`src/rtl/red_pitaya_sort_scheduler_if.sv`:
```
// Request, configuration and status bundle of red_pitaya_sort_scheduler.
// With SORT_SCHED_LATE_DISCARD_EN defined it also carries cfg_max_late_i and skip_cnt_o.
interface red_pitaya_sort_scheduler_if #(
   parameter int QSZ = 3,
   parameter int TW  = 32
);
   logic          sort_req_i;
   logic          enable_i;
   logic          flush_i;
   logic          clr_cnt_i;
   logic [TW-1:0] cfg_delay_i;
   logic [TW-1:0] cfg_duration_i;
   logic [TW-1:0] cfg_gap_i;
`ifdef SORT_SCHED_LATE_DISCARD_EN
   logic [TW-1:0] cfg_max_late_i;
   logic [TW-1:0] skip_cnt_o;
`endif
   logic          sort_trig_o;
   logic          busy_o;
   logic [QSZ:0]  pending_o;
   logic [TW-1:0] fired_cnt_o;
   logic [TW-1:0] drop_cnt_o;
   logic [TW-1:0] late_cnt_o;

   modport master (
      output sort_req_i, enable_i, flush_i, clr_cnt_i,
      output cfg_delay_i, cfg_duration_i, cfg_gap_i,
`ifdef SORT_SCHED_LATE_DISCARD_EN
      output cfg_max_late_i,
      input  skip_cnt_o,
`endif
      input  sort_trig_o, busy_o, pending_o, fired_cnt_o, drop_cnt_o, late_cnt_o
   );

   modport slave (
      input  sort_req_i, enable_i, flush_i, clr_cnt_i,
      input  cfg_delay_i, cfg_duration_i, cfg_gap_i,
`ifdef SORT_SCHED_LATE_DISCARD_EN
      input  cfg_max_late_i,
      output skip_cnt_o,
`endif
      output sort_trig_o, busy_o, pending_o, fired_cnt_o, drop_cnt_o, late_cnt_o
   );
endinterface

```
`src/rtl/red_pitaya_sort_scheduler.sv`:
```
// Timestamps sort requests, queues them and fires one fixed-width trigger pulse per entry at its due time.
// Optional SORT_SCHED_LATE_DISCARD_EN: heads later than cfg_max_late_i are dropped without a pulse.
module red_pitaya_sort_scheduler #(
   parameter int QSZ = 3,
   parameter int TW  = 32
) (
   input  logic                        adc_clk_i,
   input  logic                        adc_rstn_i,
   red_pitaya_sort_scheduler_if.slave  bus
);
   localparam int             DEPTH    = 1 << QSZ;
   localparam logic [QSZ:0]   FULL_CNT = (QSZ+1)'(DEPTH);

   typedef enum logic [1:0] {ST_IDLE, ST_PULSE, ST_GAP} state_t;

   state_t         state_q, state_d;
   logic [TW-1:0]  now_q, now_d;
   logic [TW-1:0]  tmr_q, tmr_d;
   logic [TW-1:0]  gap_q, gap_d;
   logic [QSZ-1:0] wr_ptr_q, wr_ptr_d;
   logic [QSZ-1:0] rd_ptr_q, rd_ptr_d;
   logic [QSZ:0]   cnt_q, cnt_d;
   logic           trig_q, trig_d;
   logic [TW-1:0]  fired_q, fired_d;
   logic [TW-1:0]  drop_q, drop_d;
   logic [TW-1:0]  late_q, late_d;
   logic [TW-1:0]  mem_q [DEPTH];

   logic [TW-1:0]  head_age;
   logic           head_due, head_late;
   logic           push_req, push_ok, drop, fire, skip, pop;

   // Age of the head read as signed: non-negative means due, even across time-base wrap.
   assign head_age  = now_q - mem_q[rd_ptr_q];
   assign head_due  = (cnt_q != '0) && !head_age[TW-1];
   assign head_late = head_due && (head_age != '0);
   assign push_req  = bus.sort_req_i && bus.enable_i && !bus.flush_i;

`ifdef SORT_SCHED_LATE_DISCARD_EN
   logic [TW-1:0] skip_q, skip_d;
   assign skip = (state_q == ST_IDLE) && head_due && !bus.flush_i && (head_age > bus.cfg_max_late_i);
`else
   assign skip = 1'b0;
`endif

   assign fire    = (state_q == ST_IDLE) && head_due && !bus.flush_i && !skip;
   assign pop     = fire || skip;
   assign push_ok = push_req && ((cnt_q != FULL_CNT) || pop);
   assign drop    = push_req && !push_ok;

   function automatic logic [TW-1:0] cnt_next(input logic [TW-1:0] c, input logic inc, input logic clr);
      if (clr) return '0;
      if (inc && (c != '1)) return c + TW'(1);
      return c;
   endfunction

   always_comb begin
      // NOTE: every signal assigned here gets a default first, so no path leaves a latch behind.
      state_d = state_q;
      tmr_d   = tmr_q;
      gap_d   = gap_q;
      unique case (state_q)
         ST_IDLE: begin
            if (fire) begin
               state_d = ST_PULSE;
               tmr_d   = (bus.cfg_duration_i == '0) ? '0 : bus.cfg_duration_i - TW'(1);
               gap_d   = bus.cfg_gap_i;
            end
         end
         ST_PULSE: begin
            if (tmr_q != '0) begin
               tmr_d = tmr_q - TW'(1);
            end else if (gap_q == '0) begin
               state_d = ST_IDLE;
            end else begin
               state_d = ST_GAP;
               tmr_d   = gap_q - TW'(1);
            end
         end
         ST_GAP: begin
            if (tmr_q != '0) tmr_d = tmr_q - TW'(1);
            else             state_d = ST_IDLE;
         end
         default: state_d = ST_IDLE;
      endcase
      if (bus.flush_i) state_d = ST_IDLE;
      trig_d = (state_d == ST_PULSE);
   end

   always_comb begin
      now_d    = now_q + TW'(1);
      wr_ptr_d = wr_ptr_q;
      rd_ptr_d = rd_ptr_q;
      cnt_d    = cnt_q;
      if (bus.flush_i) begin
         wr_ptr_d = '0;
         rd_ptr_d = '0;
         cnt_d    = '0;
      end else begin
         if (push_ok) wr_ptr_d = wr_ptr_q + QSZ'(1);
         if (pop)     rd_ptr_d = rd_ptr_q + QSZ'(1);
         cnt_d = cnt_q + (QSZ+1)'(push_ok) - (QSZ+1)'(pop);
      end
      fired_d = cnt_next(fired_q, fire, bus.clr_cnt_i);
      late_d  = cnt_next(late_q, fire && head_late, bus.clr_cnt_i);
      drop_d  = cnt_next(drop_q, drop, bus.clr_cnt_i);
`ifdef SORT_SCHED_LATE_DISCARD_EN
      skip_d  = cnt_next(skip_q, skip, bus.clr_cnt_i);
`endif
   end

   // NOTE: state registers use non-blocking assignments so every flop samples pre-edge values.
   always_ff @(posedge adc_clk_i or negedge adc_rstn_i) begin
      if (!adc_rstn_i) begin
         state_q  <= ST_IDLE;
         now_q    <= '0;
         tmr_q    <= '0;
         gap_q    <= '0;
         wr_ptr_q <= '0;
         rd_ptr_q <= '0;
         cnt_q    <= '0;
         trig_q   <= 1'b0;
         fired_q  <= '0;
         drop_q   <= '0;
         late_q   <= '0;
      end else begin
         state_q  <= state_d;
         now_q    <= now_d;
         tmr_q    <= tmr_d;
         gap_q    <= gap_d;
         wr_ptr_q <= wr_ptr_d;
         rd_ptr_q <= rd_ptr_d;
         cnt_q    <= cnt_d;
         trig_q   <= trig_d;
         fired_q  <= fired_d;
         drop_q   <= drop_d;
         late_q   <= late_d;
      end
   end

`ifdef SORT_SCHED_LATE_DISCARD_EN
   always_ff @(posedge adc_clk_i or negedge adc_rstn_i) begin
      if (!adc_rstn_i) skip_q <= '0;
      else             skip_q <= skip_d;
   end
   assign bus.skip_cnt_o = skip_q;
`endif

   // NOTE: queue storage is not reset; cnt_q and the pointers alone decide which entries are valid.
   always_ff @(posedge adc_clk_i) begin
      if (push_ok) mem_q[wr_ptr_q] <= now_q + bus.cfg_delay_i;
   end

   assign bus.sort_trig_o = trig_q;
   assign bus.busy_o      = (state_q != ST_IDLE);
   assign bus.pending_o   = cnt_q;
   assign bus.fired_cnt_o = fired_q;
   assign bus.drop_cnt_o  = drop_q;
   assign bus.late_cnt_o  = late_q;
endmodule

```
`src/flat_wrapper.sv`:
```
// flat-port wrapper written by rule: the top's interface ports become plain ports
module red_pitaya_sort_scheduler_flat 
#(
   parameter int QSZ = 3,
   parameter int TW  = 32
)
  (adc_clk_i, adc_rstn_i, bus_sort_req_i, bus_enable_i, bus_flush_i, bus_clr_cnt_i, bus_cfg_delay_i, bus_cfg_duration_i, bus_cfg_gap_i, bus_sort_trig_o, bus_busy_o, bus_pending_o, bus_fired_cnt_o, bus_drop_cnt_o, bus_late_cnt_o);
  red_pitaya_sort_scheduler_if #(.QSZ(QSZ), .TW(TW)) bus_i ();
  input  logic adc_clk_i;
  input  logic adc_rstn_i;
  input wire logic [$bits(bus_i.sort_req_i)-1:0] bus_sort_req_i;
  input wire logic [$bits(bus_i.enable_i)-1:0] bus_enable_i;
  input wire logic [$bits(bus_i.flush_i)-1:0] bus_flush_i;
  input wire logic [$bits(bus_i.clr_cnt_i)-1:0] bus_clr_cnt_i;
  input wire logic [$bits(bus_i.cfg_delay_i)-1:0] bus_cfg_delay_i;
  input wire logic [$bits(bus_i.cfg_duration_i)-1:0] bus_cfg_duration_i;
  input wire logic [$bits(bus_i.cfg_gap_i)-1:0] bus_cfg_gap_i;
  output wire logic [$bits(bus_i.sort_trig_o)-1:0] bus_sort_trig_o;
  output wire logic [$bits(bus_i.busy_o)-1:0] bus_busy_o;
  output wire logic [$bits(bus_i.pending_o)-1:0] bus_pending_o;
  output wire logic [$bits(bus_i.fired_cnt_o)-1:0] bus_fired_cnt_o;
  output wire logic [$bits(bus_i.drop_cnt_o)-1:0] bus_drop_cnt_o;
  output wire logic [$bits(bus_i.late_cnt_o)-1:0] bus_late_cnt_o;
  assign bus_i.sort_req_i = bus_sort_req_i;
  assign bus_i.enable_i = bus_enable_i;
  assign bus_i.flush_i = bus_flush_i;
  assign bus_i.clr_cnt_i = bus_clr_cnt_i;
  assign bus_i.cfg_delay_i = bus_cfg_delay_i;
  assign bus_i.cfg_duration_i = bus_cfg_duration_i;
  assign bus_i.cfg_gap_i = bus_cfg_gap_i;
  assign bus_sort_trig_o = bus_i.sort_trig_o;
  assign bus_busy_o = bus_i.busy_o;
  assign bus_pending_o = bus_i.pending_o;
  assign bus_fired_cnt_o = bus_i.fired_cnt_o;
  assign bus_drop_cnt_o = bus_i.drop_cnt_o;
  assign bus_late_cnt_o = bus_i.late_cnt_o;
  red_pitaya_sort_scheduler #(.QSZ(QSZ), .TW(TW)) u_core (.adc_clk_i(adc_clk_i), .adc_rstn_i(adc_rstn_i), .bus(bus_i));
endmodule
```
`config.mk`:
```
export PLATFORM = sky130hd
export DESIGN_NAME = red_pitaya_sort_scheduler_flat
export DESIGN_NICKNAME = d
export VERILOG_FILES = /design/src/rtl/red_pitaya_sort_scheduler_if.sv /design/src/rtl/red_pitaya_sort_scheduler.sv /design/src/flat_wrapper.sv
export SDC_FILE = /design/constraint.sdc
export NUM_CORES = 1
export LEC_CHECK = 0
export ABC_AREA = 1
export CORE_MARGIN = 2
export CORE_UTILIZATION = 40
export CTS_CLUSTER_SIZE = 28
export DETAILED_ROUTE_END_ITERATION = 6
export PLACE_DENSITY_LB_ADDON = 0.05
export SLEW_MARGIN = 20
export SYNTH_ARGS = -nofsm -noshare
export SYNTH_HDL_FRONTEND = slang
export SYNTH_SLANG_ARGS = --single-unit
```
`constraint.sdc`:
```
create_clock -name adc_clk_i -period 13.22 [get_ports adc_clk_i]
set_input_delay 2.644 -clock adc_clk_i [delete_from_list [all_inputs] [get_ports adc_clk_i]]
set_output_delay 2.644 -clock adc_clk_i [all_outputs]
set_load 0.02 [all_outputs]
```
==> results of run 1 <==
metrics by stage:
stage / cells / hold WS (ns) / total power, mW
2_1_floorplan: 3505 / 0.4681 / 2.816
3_3_place_gp: 4547 / 0.5244 / 3.245
3_5_place_dp: 4547 / 0.5450 / 3.261
4_1_cts: 4644 / 0.5629 / 4.773
5_1_grt: 4644 / 0.5896 / 5.036
6_report: 4644 / 0.5547 / 4.732
placed cells by master, fill, tap and decap left out, drive strengths merged, types with 23 or more instances in the layout:
cell,netlist,routed
a21oi,91,91
clkbuf,74,72
clkdlybuf4s50,0,202
clkinv,2,23
dfrtp,205,205
edfxtp,256,256
ha,81,81
inv,364,364
nand2,806,806
nand3,218,218
nand3b,25,25
nand4,91,91
nor2,492,492
nor3,76,76
nor4,36,36
o21ai,348,348
o221ai,29,29
o22ai,34,34
xnor2,56,56
xor2,131,131
final timing paths:
| path | startpoint | slack [ns] | endpoint | cells past startpoint |
|---|---|---|---|---|
| worst max-delay path | u_core.rd_ptr_q[1] | 6.82 | u_core.mem_q[4][9] | 21 |
| min in group asynchronous | adc_rstn_i | 2.05 | u_core.gap_q[3] | 1 |
| worst min register to register | u_core.gap_q[20] | 0.55 | u_core.gap_q[20] | 2 |
| worst max register to register | u_core.rd_ptr_q[1] | 6.82 | u_core.mem_q[4][9] | 21 |
| worst min-delay path | u_core.gap_q[20] | 0.55 | u_core.gap_q[20] | 2 |
| max in group asynchronous | adc_rstn_i | 9.55 | u_core.rd_ptr_q[2] | 2 |
layer usage:
layer	GRT usage, %	share of wire, %	vias up
met4	6.915	2.4	2
met2	41.76	47	682
met1	32.89	45	11890
met5	0	0.011	-
li1	-	-	12080
met3	3.116	5.4	135
worst max-delay path: stages (launching register included):
cell,delay [ns]
dfrtp_2,0.34
buf_4,0.59
clkinv_1,0.78
buf_4,0.53
o21ai_0,0.15
o22ai_1,0.08
o21ai_0,0.36
ha_1,0.39
a21oi_1,0.22
nor2_1,0.07
o21ai_0,0.14
nand2_1,0.07
nor2_1,0.20
nand3_2,0.13
nand2_4,0.14
nand3_4,0.28
nand2_2,0.21
nand2_1,0.11
inv_1,0.14
nand2_1,0.31
nor2_4,0.16
buf_4,0.52
state kept, by name (all words and copies together), names as in the netlist, 2 cells and up:
signal / count
u_core.rd_ptr_q: 3
u_core.now_q: 32
u_core.bus.pending_o: 4
u_core.state_q: 2
u_core.bus.late_cnt_o: 32
u_core.wr_ptr_q: 3
u_core.bus.fired_cnt_o: 32
u_core.gap_q: 32
u_core.tmr_q: 32
u_core.bus.drop_cnt_o: 32
u_core.mem_q: 256
Yosys cell counts, types with 3 or more instances:
cell type / count / area share (%)
a21oi_1: 84 / 1.5
nand3b_1: 25 / 0.67
o31ai_1: 4 / 0.11
nand2_1: 791 / 11
o22ai_1: 34 / 0.76
nand3_1: 216 / 3.9
o21a_1: 6 / 0.16
inv_2: 8 / 0.11
xor2_1: 131 / 4.1
xnor2_1: 56 / 1.8
or2_2: 10 / 0.22
o21ai_1: 46 / 0.82
edfxtp_1: 256 / 28
buf_1: 7 / 0.094
o221ai_1: 29 / 0.91
a21o_1: 4 / 0.11
nor2_1: 484 / 6.5
inv_1: 355 / 4.8
dfrtp_1: 205 / 18
buf_6: 7 / 0.28
nor3b_1: 3 / 0.081
o21ai_0: 302 / 5.4
nor2_4: 3 / 0.12
a21oi_2: 7 / 0.22
buf_2: 12 / 0.22
o21bai_1: 3 / 0.081
nor3_1: 75 / 1.3
clkbuf_1: 74 / 0.99
nand2_2: 13 / 0.29
nand4_1: 91 / 2.0
a21boi_0: 7 / 0.19
nor2_2: 5 / 0.11
ha_1: 81 / 3.6
nor4_1: 34 / 0.76
buf_4: 10 / 0.27
o211ai_1: 4 / 0.11
fa_1: 3 / 0.22
area by class of cell:
cell class	count	area [µm²]	area share, %
timing repair buffer	221	2172	6.669
multi-input combinational	2568	13280	40.77
clock inverter	25	252.7	0.7760
sequential	461	12820	39.37
clock buffer	72	1498	4.598
tap	931	1165	3.577
inverter	366	1381	4.241
kinds of logic after synthesis:
family | after synthesis | synth area share (%)
buf+inv | 476 | 6.787
compound gates | 536 | 10.56
fa+ha+maj | 84 | 3.844
xor+xnor | 187 | 5.864
simple gates | 1761 | 27.05
flops | 461 | 45.89
where the power goes:
part | switching (mW) | total [mW] | internal (mW) | leakage (nW)
Sequential | 0.116 | 1.76 | 1.65 | 5.04
Combinational | 1.03 | 1.47 | 0.447 | 7.45
Clock | 0.623 | 1.49 | 0.871 | 0.881
Total | 1.77 | 4.73 | 2.97 | 13.4
==> flow_metrics.env, run 1 <==
export IMPL_post_route_period_util_pct=48.40
export IMPL_die_area_mm2=0.07195
export IMPL_critPathKind="reg -> reg"
export IMPL_rsz0062_at_grt="false"
export IMPL_viasPerCell=5.337
export IMPL_final_cell_area_mm2=0.03257
export IMPL_cts_setup_buffers=0
export IMPL_gr_usage_all_layers_pct=24.57
export IMPL_max_slew_margin_rel_pct=35.26
export IMPL_routed_wl_um=88740
export IMPL_cts_root_buf="clkbuf_16"
export IMPL_outcome="complete, no violations"
export IMPL_synth_seq_cells=461
export IMPL_post_place_ws_ns=6.817
export IMPL_arrival_ns=6.65
export IMPL_io_pin_count=204
export IMPL_rows=96
export IMPL_vdd_ir_drop_max_mv=0.09947
export IMPL_avgSynthCellArea_um2=7.968
export IMPL_hold_viol=0
export IMPL_wl_per_cell_um=19.11
export IMPL_clk_latency_ns=0.65
export IMPL_first_pass_iters=6
export IMPL_synth_edff_count=256
export IMPL_slew_viol_final=0
export IMPL_synthArstFlopShare_pct=44.47
export IMPL_post_route_drc_count=0
export IMPL_syn_area_mm2=0.02793
export IMPL_gp_congestion=0.9349
export IMPL_dieHeight_um=268.2
export IMPL_synth_ff_type="edfxtp_1"
export IMPL_placed_area_mm2=0.03082
export IMPL_cts_sinks=461
export IMPL_dpl_hpwl_um=63340
export IMPL_clk_pin_slew_ns=0.06
export IMPL_ys_seq_area_share_pct=45.89
export IMPL_synthToLayoutAreaGrowth_pct=16.62
export IMPL_drive_above_1_share_pct=4.713
export IMPL_fmax_ghz=0.1563
export IMPL_fin_skew_ns=0.04153
export IMPL_finalSetupTns_ns=0
export IMPL_p_leak_nw=13.37
export IMPL_core_mm2=0.06883
export IMPL_end_kind="flop"
export IMPL_powerDensity_mw_per_mm2=145.3
export IMPL_vias=24790
export IMPL_synth_distinct_cells=52
export IMPL_cp_max_fo=66
export IMPL_nNetsFinal=3857
export IMPL_utilization_pct=47.32
export IMPL_start_util_pct=40.58
export IMPL_gr_total_overflow=0
export IMPL_portBuffers=203
export IMPL_max_cap_viol_count=0
export IMPL_yosys_warnings=0
export IMPL_cts_max_path_buffers=3
export IMPL_fillCellCount=6918
export IMPL_grt_max_degree=102
export IMPL_dieWidth_um=268.2
export IMPL_synth_nets=3691
export IMPL_cts_hold_buffers=0
export IMPL_critPathRequiredTime_ns=13.47
export IMPL_setup_slack_ns=6.821
export IMPL_cts_buffers=53
export IMPL_cts_resized=0
export IMPL_setup_violations=0
export IMPL_antenna_cells=0
export IMPL_antenna_found_initial=1
export IMPL_cts_tree="built"
export IMPL_worst_pin_slew_ns=0.9680
export IMPL_antenna_left=0
export IMPL_synthCells=3505
export IMPL_grt_pass1_wl_um=137700
export IMPL_worstHoldPathType="reg -> reg"
export IMPL_first_global_vias=24260
export IMPL_drt_initial_drc_count=1925
export IMPL_fin_crit_ns=6.399
export IMPL_h_tree_depth=2
export IMPL_start_kind="flop"
Power figures use the tool's default switching activity.
==> run 2: changes to the inputs <==
clock period = 5.53 ns   (was 13.22 ns; I/O delays follow)
==> flow_metrics.env, run 2 (synthesized netlist as in run 1, its figures left out) <==
export IMPL_regArea_mm2=0.01282
export IMPL_arrival_ns=5.35
export IMPL_cts_tree="built"
export IMPL_dpl_hpwl_um=64910
export IMPL_nNetsFinal=3869
export IMPL_setup_violations=0
export IMPL_max_slew_margin_rel_pct=35.71
export IMPL_portBuffers=203
export IMPL_highest_layer="met4"
export IMPL_p_leak_nw=13.52
export IMPL_post_route_period_util_pct=87.61
export IMPL_core_mm2=0.06883
export IMPL_io_pin_count=204
export IMPL_fillCellCount=6658
export IMPL_multi_input_area_mm2=0.01328
export IMPL_synthToLayoutAreaGrowth_pct=18.10
export IMPL_antenna_left=0
export IMPL_power_mw=11.66
export IMPL_powerDensity_mw_per_mm2=353.5
export IMPL_gr_usage_all_layers_pct=24.85
export IMPL_drive_above_1_share_pct=4.938
export IMPL_dieHeight_um=268.2
export IMPL_cts_sinks=461
export IMPL_mostFrequentLayoutCell="nand2_1"
export IMPL_end_kind="flop"
export IMPL_first_global_vias=24310
export IMPL_antenna_cells=0
export IMPL_viasPerCell=5.304
export IMPL_grt_max_degree=112
export IMPL_wl_met2_um=42160
export IMPL_clk_latency_ns=0.62
export IMPL_gr_total_overflow=0
export IMPL_finalSetupTns_ns=0
export IMPL_final_cell_mix="791 x nand2_1, 476 x nor2_1, 353 x inv_1"
export IMPL_vias=24700
export IMPL_die_area_mm2=0.07195
export IMPL_cts_setup_buffers=0
export IMPL_first_pass_iters=6
export IMPL_rows=96
export IMPL_gp_congestion=0.9294
export IMPL_rsz0062_at_grt="false"
export IMPL_cts_root_buf="clkbuf_16"
export IMPL_routed_wl_um=89240
export IMPL_max_cap_viol_count=0
export IMPL_grt_pass1_wl_um=138900
export IMPL_hold_viol=0
export IMPL_h_tree_depth=2
export IMPL_dr_wl_met3_um=4474
export IMPL_dieWidth_um=268.2
export IMPL_worst_pin_slew_ns=0.9613
export IMPL_wirelength_met1_um=40080
export IMPL_cts_resized=0
export IMPL_rr_startpoint="u_core.rd_ptr_q[0]"
export IMPL_rrSetupSlack_ns=0.69
export IMPL_antenna_found_initial=0
export IMPL_largest_reg_flops=256
export IMPL_critPathKind="reg -> reg"
export IMPL_top_register="u_core.mem_q"
export IMPL_drt_initial_drc_count=2118
export IMPL_fmax_ghz=0.2064
export IMPL_clk_pin_slew_ns=0.06
export IMPL_outcome="complete, no violations"
export IMPL_vdd_ir_drop_max_mv=0.2342
export IMPL_start_util_pct=40.58
export IMPL_post_route_drc_count=0
export IMPL_worstHoldPathType="in -> async"
export IMPL_cts_max_path_buffers=3
export IMPL_reg2reg_depth=23
export IMPL_cts_buffers=53
export IMPL_post_place_ws_ns=0.7002
export IMPL_slew_viol_final=0
export IMPL_r2r_end="u_core.bus.pending_o[2]"
export IMPL_critPathRequiredTime_ns=6.03
export IMPL_fin_skew_ns=0.02105
export IMPL_wl_per_cell_um=19.16
export IMPL_cts_hold_buffers=0
export IMPL_start_kind="flop"
export IMPL_fin_crit_ns=4.845
export IMPL_setup_slack_ns=0.6853
export IMPL_cp_max_fo=88
==> run 2: worst max-delay path by stage <==
stage / from / to / depth (start not counted)
CTS: u_core.rd_ptr_q[0] / u_core.mem_q[2][9] / 23
detailed placement: u_core.rd_ptr_q[0] / u_core.bus.pending_o[2] / 24
floorplan: u_core.rd_ptr_q[0] / u_core.mem_q[0][0] / 23
global route: u_core.rd_ptr_q[0] / u_core.bus.late_cnt_o[5] / 19
finish: u_core.rd_ptr_q[0] / u_core.bus.pending_o[2] / 23
global placement: u_core.rd_ptr_q[0] / u_core.bus.pending_o[2] / 24
==> run 2: stage by stage <==
step                      util, %  hold slack [ns]  std cells  area [µm²]
after detailed placement    45.14           0.5319       4559       31070
after CTS                   47.92           0.5481       4657       32980
after global placement      45.14           0.5218       4559       31070
final                       47.92           0.5506       4657       32980
after global routing        47.92           0.5887       4657       32980
after floorplan                 -           0.4681       3505       27930
==> run 2: final cells by class <==
class,instances,share of cell area [%]
Clock buffer,67,4.302
Clock inverter,31,1.502
Inverter,366,4.188
Multi-Input combinational cell,2568,40.25
Sequential cell,461,38.88
Tap cell,931,3.532
Timing Repair Buffer,233,7.352
==> run 2: critical path, cell delays in order, from the launching register on <==
cell      delay [ns]
dfrtp_4         0.69
clkinv_2        0.15
buf_12          0.23
o21ai_0         0.23
o22ai_1         0.08
o21ai_0         0.41
ha_1            0.40
nand2_1         0.15
nor2_1          0.08
o21ai_0         0.07
nand2_1         0.07
nor2_1          0.30
nand2_2         0.08
nand2_2         0.08
nand2_4         0.07
nand3_4         0.06
buf_4           0.28
inv_4           0.08
ha_1            0.28
inv_1           0.04
ha_1            0.20
fa_1            0.39
o21ai_0         0.16
a21oi_1         0.07
==> run 2: report_power, final <==
part           switching (mW)  internal, mW  leakage (nW)
registers               0.281          3.94          5.04
clock network            1.49          2.38         0.929
logic                    2.45          1.12          7.56
total                    4.21          7.45          13.5
==> run 2: metal layers <==
layer | track usage (%) | vias to the layer above
li1 | - | 12110
met1 | 33.62 | 11760
met2 | 41.90 | 676
met3 | 2.831 | 146
met4 | 7.338 | 0
met5 | 0 | -
==> run 3: changes to the inputs <==
ABC_AREA = not set   (was 1)
ABC_CLOCK_PERIOD_IN_PS = 5530   (was not set)
==> flow_metrics.env, run 3 <==
export IMPL_gp_congestion=0.8668
export IMPL_cts_max_path_buffers=3
export IMPL_start_kind="flop"
export IMPL_synth_distinct_cells=88
export IMPL_fin_skew_ns=0.01763
export IMPL_synthToLayoutAreaGrowth_pct=20.56
export IMPL_powerDensity_mw_per_mm2=356.9
export IMPL_cts_sinks=461
export IMPL_end_kind="flop"
export IMPL_top_register="u_core.mem_q"
export IMPL_yosysTopAreaCellShare_pct=30.56
export IMPL_largest_reg_flops=256
export IMPL_antenna_left=0
export IMPL_fillCellCount=5622
export IMPL_power_mw=10.82
export IMPL_ys_seq_area_share_pct=50.96
export IMPL_start_util_pct=40.61
export IMPL_slew_viol_final=0
export IMPL_gr_usage_all_layers_pct=20.98
export IMPL_core_mm2=0.06194
export IMPL_routed_wl_um=67870
export IMPL_worst_pin_slew_ns=0.8911
export IMPL_critPathRequiredTime_ns=5.77
export IMPL_portBuffers=203
export IMPL_wl_per_cell_um=20.65
export IMPL_dieHeight_um=254.8
export IMPL_first_global_vias=18290
export IMPL_first_pass_iters=5
export IMPL_synth_top_family_by_area="simple AND/OR/NAND/NOR gates"
export IMPL_p_leak_nw=11.05
export IMPL_nNetsFinal=2591
export IMPL_cts_tree="built"
export IMPL_die_area_mm2=0.06491
export IMPL_yosys_top_cells_area="edfxtp_1 31%, dfrtp_1 20%, mux4_2 5.7%"
export IMPL_synthTopCellsByCount="256 x edfxtp_1, 205 x dfrtp_1, 193 x nor2_1"
export IMPL_cts_root_buf="clkbuf_16"
export IMPL_drt_initial_drc_count=1154
export IMPL_avgSynthCellArea_um2=11.44
export IMPL_arrival_ns=5.42
export IMPL_grt_max_degree=112
export IMPL_vias=18270
export IMPL_yosys_warnings=0
export IMPL_post_route_drc_count=0
export IMPL_fmax_ghz=0.1932
export IMPL_synth_most_common_cell="edfxtp_1"
export IMPL_synth_seq_cells=461
export IMPL_synth_xor_xnor_area_share_pct=7.208
export IMPL_dpl_hpwl_um=46420
export IMPL_synthMuxAreaShare_pct=9.576
export IMPL_h_tree_depth=2
export IMPL_grt_pass1_wl_um=106000
export IMPL_cts_buffers=53
export IMPL_synth_edff_count=256
export IMPL_antenna_found_initial=1
export IMPL_drive_above_1_share_pct=12.21
export IMPL_yosysTopAreaCell="edfxtp_1"
export IMPL_final_cell_mix="256 x edfxtp_1, 202 x dfrtp_1, 201 x clkdlybuf4s50_1"
export IMPL_cp_max_fo=21
export IMPL_outcome="complete, no violations"
export IMPL_hold_viol=0
export IMPL_vdd_ir_drop_max_mv=0.3357
export IMPL_rsz0062_at_grt="false"
export IMPL_post_route_period_util_pct=93.62
export IMPL_clk_latency_ns=0.60
export IMPL_synth_ff_type="edfxtp_1"
export IMPL_synthArstFlopShare_pct=44.47
export IMPL_viasPerCell=5.559
export IMPL_synth_compound_area_share_pct=10.02
export IMPL_fin_crit_ns=5.177
export IMPL_worstHoldPathType="reg -> reg"
export IMPL_io_pin_count=204
export IMPL_clk_pin_slew_ns=0.06
export IMPL_rows=91
export IMPL_synthCells=2198
export IMPL_finalSetupTns_ns=0
export IMPL_cts_hold_buffers=0
export IMPL_synth_fa_ha_area_share_pct=4.268
export IMPL_max_slew_margin_rel_pct=40.59
export IMPL_synth_simple_area_share_pct=15.20
export IMPL_dieWidth_um=254.8
export IMPL_mostFrequentLayoutCell="edfxtp_1"
export IMPL_setup_violations=0
export IMPL_critPathKind="reg -> reg"
export IMPL_gr_total_overflow=0
export IMPL_synth_nets=2384
export IMPL_max_cap_viol_count=0
export IMPL_syn_area_mm2=0.02515
[run 3: cell types whose count changed in the layout (fill, tap and decap cells not counted), sizes merged, moves of 37 or more]
cell   delta
nand2   -665
inv     -303
nor2    -298
o21ai   -264
nand3   -146
xnor2    +88
xor2     -68
mux4     +64
nand4    -63
mux2     +51
or3      +45
mux2i    +37
[run 3: area by class of cell]
cell class | count | area (µm²) | area share (%)
flip-flops and latches | 461 | 12820 | 42.29
multi-input cells | 1576 | 11760 | 38.79
repair buffers | 251 | 2536 | 8.364
clock buffers | 64 | 1429 | 4.712
well taps | 837 | 1047 | 3.454
clock inverters | 35 | 489.2 | 1.613
inverters | 62 | 232.7 | 0.7675
diodes | 1 | 2.502 | 0.008252
[run 3: final timing paths]
path,to,startpoint,slack [ns],cells after the start
min in group asynchronous,u_core.tmr_q[5],adc_rstn_i,0.56,1
min,u_core.tmr_q[28],u_core.tmr_q[28],0.50,1
max,u_core.mem_q[5][8],u_core.rd_ptr_q[0],0.35,17
min reg2reg,u_core.tmr_q[28],u_core.tmr_q[28],0.50,1
max reg2reg,u_core.mem_q[5][8],u_core.rd_ptr_q[0],0.35,17
max in group asynchronous,u_core.now_q[28],adc_rstn_i,4.00,2
[run 3: repair_timing]
item,in CTS,in global routing
buffers inserted,0,1
setup endpoints to repair,0,102
hold endpoints to repair,0,0
resized for setup,0,3
[run 3: kinds of logic after synthesis]
logic type	count (synthesis)
muxes	152
buffers and inverters	161
and+or+nand+nor	742
xor gates and xnor gates	207
DFF	461
adders and majority gates	84
AOI/OAI and AO/OA	391
[run 3: stage by stage]
stage | std cells | cell area (µm²) | setup WS (ns) | hold WS, ns | utilization, %
3_5_place_dp | 3186 | 28380 | 0.2688 | 0.4822 | 45.81
6_report | 3287 | 30320 | 0.3530 | 0.5044 | 48.96
3_3_place_gp | 3186 | 28380 | 0.3181 | 0.4786 | 45.81
4_1_cts | 3285 | 30290 | 0.2211 | 0.5042 | 48.91
2_1_floorplan | 2198 | 25230 | 0.04647 | 0.4584 | -
5_1_grt | 3286 | 30320 | 0.002055 | 0.5341 | 48.95
[run 3: routing by layer]
metal | vias to the layer above | wire length [µm] | track usage, %
li1 | 8637 | - | -
met1 | 9197 | 30650 | 28.53
met2 | 349 | 33180 | 35.62
met3 | 90 | 2556 | 2.562
met4 | 0 | 1486 | 5.363
met5 | - | 0 | 0
[run 3: worst max-delay path: stages (launching register included)]
cell,delay [ns]
dfrtp_4,0.51
buf_12,0.22
mux4_2,0.51
mux2i_1,0.29
ha_1,0.39
nand2_1,0.13
o22ai_1,0.11
o41a_1,0.43
a311o_1,0.39
o21a_1,0.23
nor3_4,0.25
nand2b_4,0.07
inv_2,0.07
o21bai_1,0.12
inv_1,0.11
nand2_1,0.23
nor3b_4,0.28
buf_4,0.42
[run 3: report_power, final]
| group | internal [mW] | switching [mW] |
|---|---|---|
| Clock | 2.40 | 1.46 |
| Combinational | 1.21 | 1.45 |
| Sequential | 3.95 | 0.362 |
| Total | 7.55 | 3.27 |
